**src/rtl/spi_tx_arbiter.sv**
```systemverilog
// Round-robin arbiter/sequencer sharing one spi_tx engine among NUM_REQ
// requesters, with per-requester chip select, setup/hold/gap timing and a
// BUSY watchdog.
// Ports: clk, rst (sync, active-high); req_vld/req_data/req_len in,
// req_ack/req_done/req_err pulses out; eng_tx_data/eng_length/eng_tx_vld
// to the engine, eng_tx_rdy/eng_tx_eot from it; cs_n, owner, busy status.
module spi_tx_arbiter #(
    parameter int NUM_REQ         = 4,
    parameter int SPI_TX_WIDTH    = 32,
    parameter int LENGTH_TRANSMIT = 5,
    parameter int CS_SETUP        = 2,
    parameter int CS_HOLD         = 2,
    parameter int GAP             = 1,
    parameter int TIMEOUT         = 1024
) (
    input  logic                               clk,
    input  logic                               rst,
    input  logic [NUM_REQ-1:0]                 req_vld,
    input  logic [NUM_REQ*SPI_TX_WIDTH-1:0]    req_data,
    input  logic [NUM_REQ*LENGTH_TRANSMIT-1:0] req_len,
    output logic [NUM_REQ-1:0]                 req_ack,
    output logic [NUM_REQ-1:0]                 req_done,
    output logic [NUM_REQ-1:0]                 req_err,
    output logic [SPI_TX_WIDTH-1:0]            eng_tx_data,
    output logic [LENGTH_TRANSMIT-1:0]         eng_length,
    output logic                               eng_tx_vld,
    input  logic                               eng_tx_rdy,
    input  logic                               eng_tx_eot,
    output logic [NUM_REQ-1:0]                 cs_n,
    output logic [$clog2(NUM_REQ)-1:0]         owner,
    output logic                               busy
);

    localparam int OW      = $clog2(NUM_REQ);
    localparam int SETUP_N = (CS_SETUP < 1) ? 1 : CS_SETUP;
    localparam int HOLD_N  = (CS_HOLD < 1) ? 1 : CS_HOLD;
    localparam int GAP_N   = (GAP < 1) ? 1 : GAP;
    localparam int TO_N    = (TIMEOUT < 1) ? 1 : TIMEOUT;
    localparam int M1      = (SETUP_N > HOLD_N) ? SETUP_N : HOLD_N;
    localparam int M2      = (GAP_N > TO_N) ? GAP_N : TO_N;
    localparam int CMAX    = (M1 > M2) ? M1 : M2;
    localparam int CW      = $clog2(CMAX + 1);

    typedef enum logic [2:0] {
        ST_IDLE,
        ST_SETUP,
        ST_ISSUE,
        ST_BUSY,
        ST_HOLD,
        ST_GAP
    } state_t;

    state_t                     state;
    logic [CW-1:0]              cnt;
    logic [OW-1:0]              ptr;
    logic                       zero_pend;

    logic                       gnt_hit;
    logic [OW-1:0]              gnt_idx;
    logic [OW-1:0]              rr_j;
    logic [NUM_REQ-1:0]         gnt_oh;
    logic [NUM_REQ-1:0]         owner_oh;
    logic [SPI_TX_WIDTH-1:0]    sel_data;
    logic [LENGTH_TRANSMIT-1:0] sel_len;

    // Walk from ptr+NUM_REQ down to ptr+1 so the nearest set bit after
    // the pointer is the last one written and wins.
    always_comb begin
        gnt_hit = 1'b0;
        gnt_idx = '0;
        rr_j    = '0;
        for (int k = NUM_REQ; k >= 1; k--) begin
            rr_j = OW'((int'(ptr) + k) % NUM_REQ);
            if (req_vld[rr_j]) begin
                gnt_hit = 1'b1;
                gnt_idx = rr_j;
            end
        end
    end

    always_comb begin
        sel_data = '0;
        sel_len  = '0;
        for (int i = 0; i < NUM_REQ; i++) begin
            if (gnt_idx == OW'(i)) begin
                sel_data = req_data[i*SPI_TX_WIDTH +: SPI_TX_WIDTH];
                sel_len  = req_len[i*LENGTH_TRANSMIT +: LENGTH_TRANSMIT];
            end
        end
    end

    assign gnt_oh   = {{(NUM_REQ-1){1'b0}}, 1'b1} << gnt_idx;
    assign owner_oh = {{(NUM_REQ-1){1'b0}}, 1'b1} << owner;

    always_ff @(posedge clk) begin
        if (rst) begin
            state       <= ST_IDLE;
            cnt         <= '0;
            ptr         <= OW'(NUM_REQ - 1);
            zero_pend   <= 1'b0;
            req_ack     <= '0;
            req_done    <= '0;
            req_err     <= '0;
            eng_tx_data <= '0;
            eng_length  <= '0;
            eng_tx_vld  <= 1'b0;
            cs_n        <= '1;
            owner       <= '0;
            busy        <= 1'b0;
        end else begin
            req_ack  <= '0;
            req_done <= '0;
            req_err  <= '0;
            unique case (state)
                ST_IDLE: begin
                    if (gnt_hit) begin
                        req_ack     <= gnt_oh;
                        owner       <= gnt_idx;
                        ptr         <= gnt_idx;
                        eng_tx_data <= sel_data;
                        eng_length  <= sel_len;
                        busy        <= 1'b1;
                        cnt         <= '0;
                        if (sel_len == '0) begin
                            // Empty frame: no CS, no engine; done in GAP.
                            zero_pend <= 1'b1;
                            state     <= ST_GAP;
                        end else begin
                            cs_n  <= ~gnt_oh;
                            state <= ST_SETUP;
                        end
                    end
                end
                ST_SETUP: begin
                    if (cnt == CW'(SETUP_N - 1)) begin
                        cnt        <= '0;
                        eng_tx_vld <= 1'b1;
                        state      <= ST_ISSUE;
                    end else begin
                        cnt <= cnt + 1'b1;
                    end
                end
                ST_ISSUE: begin
                    if (eng_tx_rdy) begin
                        eng_tx_vld <= 1'b0;
                        cnt        <= '0;
                        state      <= ST_BUSY;
                    end
                end
                ST_BUSY: begin
                    if (eng_tx_eot) begin
                        req_done <= owner_oh;
                        cnt      <= '0;
                        state    <= ST_HOLD;
                    end else if (cnt == CW'(TO_N - 1)) begin
                        req_err <= owner_oh;
                        cnt     <= '0;
                        state   <= ST_HOLD;
                    end else begin
                        cnt <= cnt + 1'b1;
                    end
                end
                ST_HOLD: begin
                    if (cnt == CW'(HOLD_N - 1)) begin
                        cs_n  <= '1;
                        cnt   <= '0;
                        state <= ST_GAP;
                    end else begin
                        cnt <= cnt + 1'b1;
                    end
                end
                ST_GAP: begin
                    if (zero_pend) begin
                        req_done  <= owner_oh;
                        zero_pend <= 1'b0;
                    end
                    if (cnt == CW'(GAP_N - 1)) begin
                        cnt   <= '0;
                        busy  <= 1'b0;
                        state <= ST_IDLE;
                    end else begin
                        cnt <= cnt + 1'b1;
                    end
                end
                default: state <= ST_IDLE;
            endcase
        end
    end

endmodule

```
**config.mk**
```make
export PLATFORM = sky130hd
export DESIGN_NAME = spi_tx_arbiter
export DESIGN_NICKNAME = d
export VERILOG_FILES = /design/src/rtl/spi_tx_arbiter.sv
export SDC_FILE = /design/constraint.sdc
export NUM_CORES = 1
export LEC_CHECK = 0
export ABC_CLOCK_PERIOD_IN_PS = 4700
export CAP_MARGIN = 10
export CORE_MARGIN = 10
export CORE_UTILIZATION = 43
export DETAILED_ROUTE_END_ITERATION = 10
export PLACE_DENSITY = 0.94
export SLEW_MARGIN = 0
export SYNTH_ARGS = -nofsm -noshare
export SYNTH_HDL_FRONTEND = slang
export SYNTH_SLANG_ARGS = --single-unit
```
**constraint.sdc**
```tcl
create_clock -name clk -period 4.7 [get_ports clk]
set_input_delay 0.47 -clock clk [delete_from_list [all_inputs] [get_ports clk]]
set_output_delay 0.47 -clock clk [all_outputs]
set_load 0.02 [all_outputs]
```
## Word level (Yosys, flattened, before mapping)

Cells that the tools add are included.

| word-level totals | value |
|---|---|
| output and inout bits | 57 |
| register bits after elaboration | 74 |
| word-level logic and storage cells | 121 |

| cells by class | value |
|---|---|
| shift operators | 2 |
| bitwise logic cells | 5 |
| equal/unequal tests | 18 |
| multiplexer cells | 56 |
| $lt $le $gt $ge | 4 |
| add/subtract/negate cells | 5 |
| reductions and logical operators | 18 |

Operator list:

| kind | number |
|---|---|
| 32-bit two-way mux | 4 |
| 11-bit two-way mux | 6 |
| 11-bit one-hot mux with 5 select lines | 1 |
| 3-bit two-way mux | 8 |
| 4-bit two-way mux | 5 |
| 5-bit two-way mux | 4 |
| 3-bit one-hot mux with 6 select lines | 1 |
| 4-bit one-hot mux with 2 select lines | 2 |
| 1-bit two-way mux | 14 |
| 2-bit != test, second input constant | 7 |
| 2-bit by 3-bit < comparator with 1-bit output, second input constant | 4 |
| 3-bit AND reduction | 4 |
| 11-bit by 1-bit adder with 11-bit output, second input constant | 1 |
| 11-bit by 1-bit == test with 1-bit output, second input constant | 1 |
| 11-bit by 10-bit == test with 1-bit output, second input constant | 1 |
| 11-bit logical NOT | 1 |
| 1-bit binary-select mux with 2-bit select | 4 |
| 2-bit two-way mux | 4 |
| 1-bit by 2-bit << shifter with 4-bit output, first input constant | 2 |
| 3-bit by 2-bit == test with 1-bit output, second input constant | 2 |
| 3-bit == test, second input constant | 2 |
| 1-bit one-hot mux with 2 select lines | 3 |
| 6-bit AND reduction | 1 |
| 2-bit nonzero test | 3 |
| 17 further kinds | 23 |

## Depth between registers and ports, before layout

| depth | value |
|---|---|
| word-level depth | 16 |
| depth in mapped cells | 9 |
| mapped depth without buffers | 8 |

## Worst setup path before layout

No wires, ideal clock.

| timing | value |
|---|---|
| path kind | input port to flip-flop |
| from | input req_vld[1] |
| to | register cs_n[0] |
| path buffers | 1 |
| stages on the path | 8 |
| arrival | 2043 ps |
| slack | 2577 ps |
| setup time | 79 ps |
| path through | or3b_1 o221a_2 buf_6 mux2i_4 o211ai_2 a211oi_2 a2111o_1 a22oi_1 |

| on the way | value |
|---|---|
| cells in the longest elaborated chain, start to end | 14 |
| elaborated cells on any way between the ends | 33 |
| those cells by class | eq/ne: 5; shift: 1; mux: 23; bitwise: 1; reduce/logical: 3 |

RTL lines:

| what | RTL line | text |
|---|---|---|
| start, declared | 18 | `input logic [NUM_REQ-1:0] req_vld,` |
| 1-bit binary-select mux with 2-bit select | 74 | `if (req_vld[rr_j]) begin` |
| 1-bit two-way mux (not written as such) | 74 |  |
| 2-bit two-way mux (4 in a row) | 74 |  |
| 2-bit logical NOT | 85 | `if (gnt_idx == OW'(i)) begin` |
| 5-bit two-way mux (4 in a row) | 85 |  |
| 5-bit logical NOT | 124 | `if (sel_len == '0) begin` |
| 2-bit != test (no source line) | n/a |  |
| 4-bit AND reduction (no source line) | n/a |  |
| end signal, assigned | 129 | `cs_n <= ~gnt_oh;` |
| end, declared | 29 | `output logic [NUM_REQ-1:0] cs_n,` |

Parallel ways exist; a longest one is shown, timed or not. The select of a mux whose other input is x is not followed.
A chain may end at the register's enable or synchronous reset.

## Final worst setup path

| timing | value |
|---|---|
| from | input req_vld[0] |
| to | register cs_n[0] |

The elaborated chain is that of the path after synthesis.

==> results.json <==
{
  "wl_um": 16100,
  "synth_cells": 614,
  "peakVddDrop_mv": 0.268,
  "path_cells": "clkdlybuf4s50_1, o21ai_0, o221a_2, mux2i_4, o211ai_2, a211oi_2, a2111o_1, a22oi_1",
  "crit_type": "in2reg",
  "synthFlopType": "dfxtp_1",
  "async_flop_share_pct": 0,
  "cpMaxStageDelayCell": "o221a_2",
  "setup_tns_ns": 0,
  "die_y_um": 117,
  "timing.fmax_mhz": 310,
  "max_stage_delay_ns": 0.74,
  "nets": 957,
  "synth_nets": 773,
  "dieArea_um2": 13800,
  "max_cap_viol_count": 0,
  "end_kind": "register",
  "synth-seq-cells": 74,
  "start_kind": "input pin",
  "maxSlewViolCount": 0,
  "outcome": "completed",
  "multi_input_area_um2": 2440,
  "antenna_cells": 0,
  "path_clk_slew_ns": 0.08,
  "cp_max_fo": 29,
  "cp.required_ns": 4.92,
  "vias": 5063,
  "power_leakage_nw": 2.48,
  "synth_top_area_share_pct": 36.3,
  "pre_cts_slack_ns": 1.14,
  "worst_slew_pin_slew_ns": 1.05,
  "rsz0062_at_grt": "no",
  "synth_top_area_cell": "dfxtp_1",
  "final_common_cell": "clkdlybuf4s50_1",
  "grt_max_degree": 58,
  "h-tree-depth": 3,
  "netlist_area_um2": 4080,
  "syn2layout_area_growth_pct": 58.7,
  "cts_setup_buffers": 0,
  "worst_slack_ns": 1.47,
  "numCtsBuffers": 9,
  "die_w_um": 117,
  "period_share_pct": 68.7,
  "cts_resized": 0,
  "mostFrequentLayoutCells": "211 x clkdlybuf4s50_1, 195 x nand2_1, 112 x nand3_1",
  "cts_buffer_depth": 2,
  "path_delay_family": "compound AO/OA/AOI/OAI gates",
  "synth.avg_cell_area_um2": 6.64,
  "fillers": 762,
  "final_antenna_net_count": 0,
  "power_w": 0.00380,
  "grt_pass1_wl_um": 25600,
  "yosysUniqueCellTypes": 51,
  "final_util_pct": 70.0,
  "initial_core_util_pct": 44.1,
  "final-setup-viol-count": 0,
  "via_per_inst": 5.43,
  "regArea_um2": 1480,
  "powerDensity_nw_per_um2": 588,
  "synthTopCellsByArea": "dfxtp_1 36%, nand2_1 18%, nand3_1 14%",
  "hp-class": "reg2reg",
  "cts_hold_repair.buffers": 0,
  "insertion_delay_ns": 0.35,
  "synth-edff-count": 0,
  "place.port_buffers": 212,
  "slew_headroom_pct": 30.0,
  "overflow": 0,
  "dp_hpwl_um": 12400,
  "wl_per_cell_um": 17.2,
  "ios": 213,
  "cts.sinks": 74,
  "drt-initial-drc-count": 498,
  "fin_worst_skew_ns": 0.0166,
  "hold_viol_final": 0,
  "core_area_um2": 9240,
  "path_buf_inv": 1,
  "place.gp.congestion": 0.960,
  "rows": 35,
  "drc": 0,
  "track_usage_pct": 22.2,
  "drive_gt1_share_pct": 4.36,
  "root_buffer": "clkbuf_8",
  "antenna_found_initial": 0,
  "yosysSeqAreaShare_pct": 36.3,
  "cp.arrival_ns": 3.45,
  "yosys_warnings": 0,
  "cts_tree": "done",
  "grt_pass1_vias": 4924,
  "period_minus_slack_ns": 3.23,
  "drtPass1Iterations": 5
}
==> metal layers <==
metal  vias to the layer above  part of all wire [%]  global-route usage (%)
li1                       2459                     -                       -
met1                      2301                    40                    25.3
met2                       279                    50                    39.4
met3                        24                   8.3                    6.00
met4                         0                   1.5                    6.73
met5                         -                     0                       0
==> flip-flops by register name, indices dropped and copies added, names as in the netlist <==
register / cells
cnt: 11
req_err: 4
req_done: 4
req_ack: 4
eng_tx_data: 32
eng_length: 5
eng_tx_vld: 1
busy: 1
ptr: 2
cs_n: 4
zero_pend: 1
state: 3
owner: 2
==> cell type report <==
class / count / share of cell area, %
Multi-Input combinational cell: 490 / 37.7
Clock inverter: 6 / 1.10
Clock buffer: 10 / 2.13
Sequential cell: 74 / 22.9
Timing Repair Buffer: 218 / 33.4
Inverter: 5 / 0.290
Tap cell: 129 / 2.49
==> metrics by stage <==
step	hold slack (ns)	cell area [µm²]	instances
finish	0.458	6470	932
global placement	0.441	6260	916
detailed placement	0.446	6260	916
global route	0.475	6470	932
floorplan	0.483	4080	614
CTS	0.458	6470	932
==> cells in the mapped netlist (6+ instances only) <==
cell type  number
a21oi_1        44
clkbuf_1       40
dfxtp_1        74
nand2_1       195
nand3_1       112
nand4_1         6
nor2_1         40
nor3_1         18
o21ai_0         6
==> worst min-delay path: stages, from the launching register on <==
cell	delay (ns)
dfxtp_1	0.31
nand2_1	0.05
a21oi_1	0.05
==> where the power goes <==
group          leakage [nW]  switching [W]  total [W]  internal, W
clock network        0.0995       0.000255   0.000519     0.000264
logic                  1.77        0.00136    0.00227     0.000910
registers             0.607       0.000170    0.00102     0.000850
==> logic make-up (layout without fill, tap and decap cells) <==
kind of cell | count (synthesis) | count (layout) | synth area share [%]
buffers and inverters | 50 | 239 | 4.79
AND/OR/NAND/NOR | 397 | 397 | 42.9
XOR/XNOR | 9 | 9 | 1.93
flip-flops | 74 | 74 | 36.3
AO/OA/AOI/OAI | 77 | 77 | 11.8
multiplexers | 4 | 4 | 1.29
adder cells (fa/ha/maj) | 3 | 3 | 0.921
==> path summary, 6_finish.rpt <==
check                 start              to  slack, ns  depth (start not counted)
max              req_vld[0]         cs_n[0]       1.47                          8
min          eng_tx_data[9]  eng_tx_data[9]       0.46                          2
max reg2reg          ptr[0]         cs_n[0]       1.86                          8
min reg2reg  eng_tx_data[9]  eng_tx_data[9]       0.46                          2
Note: power is estimated with default switching activity, not from simulation.
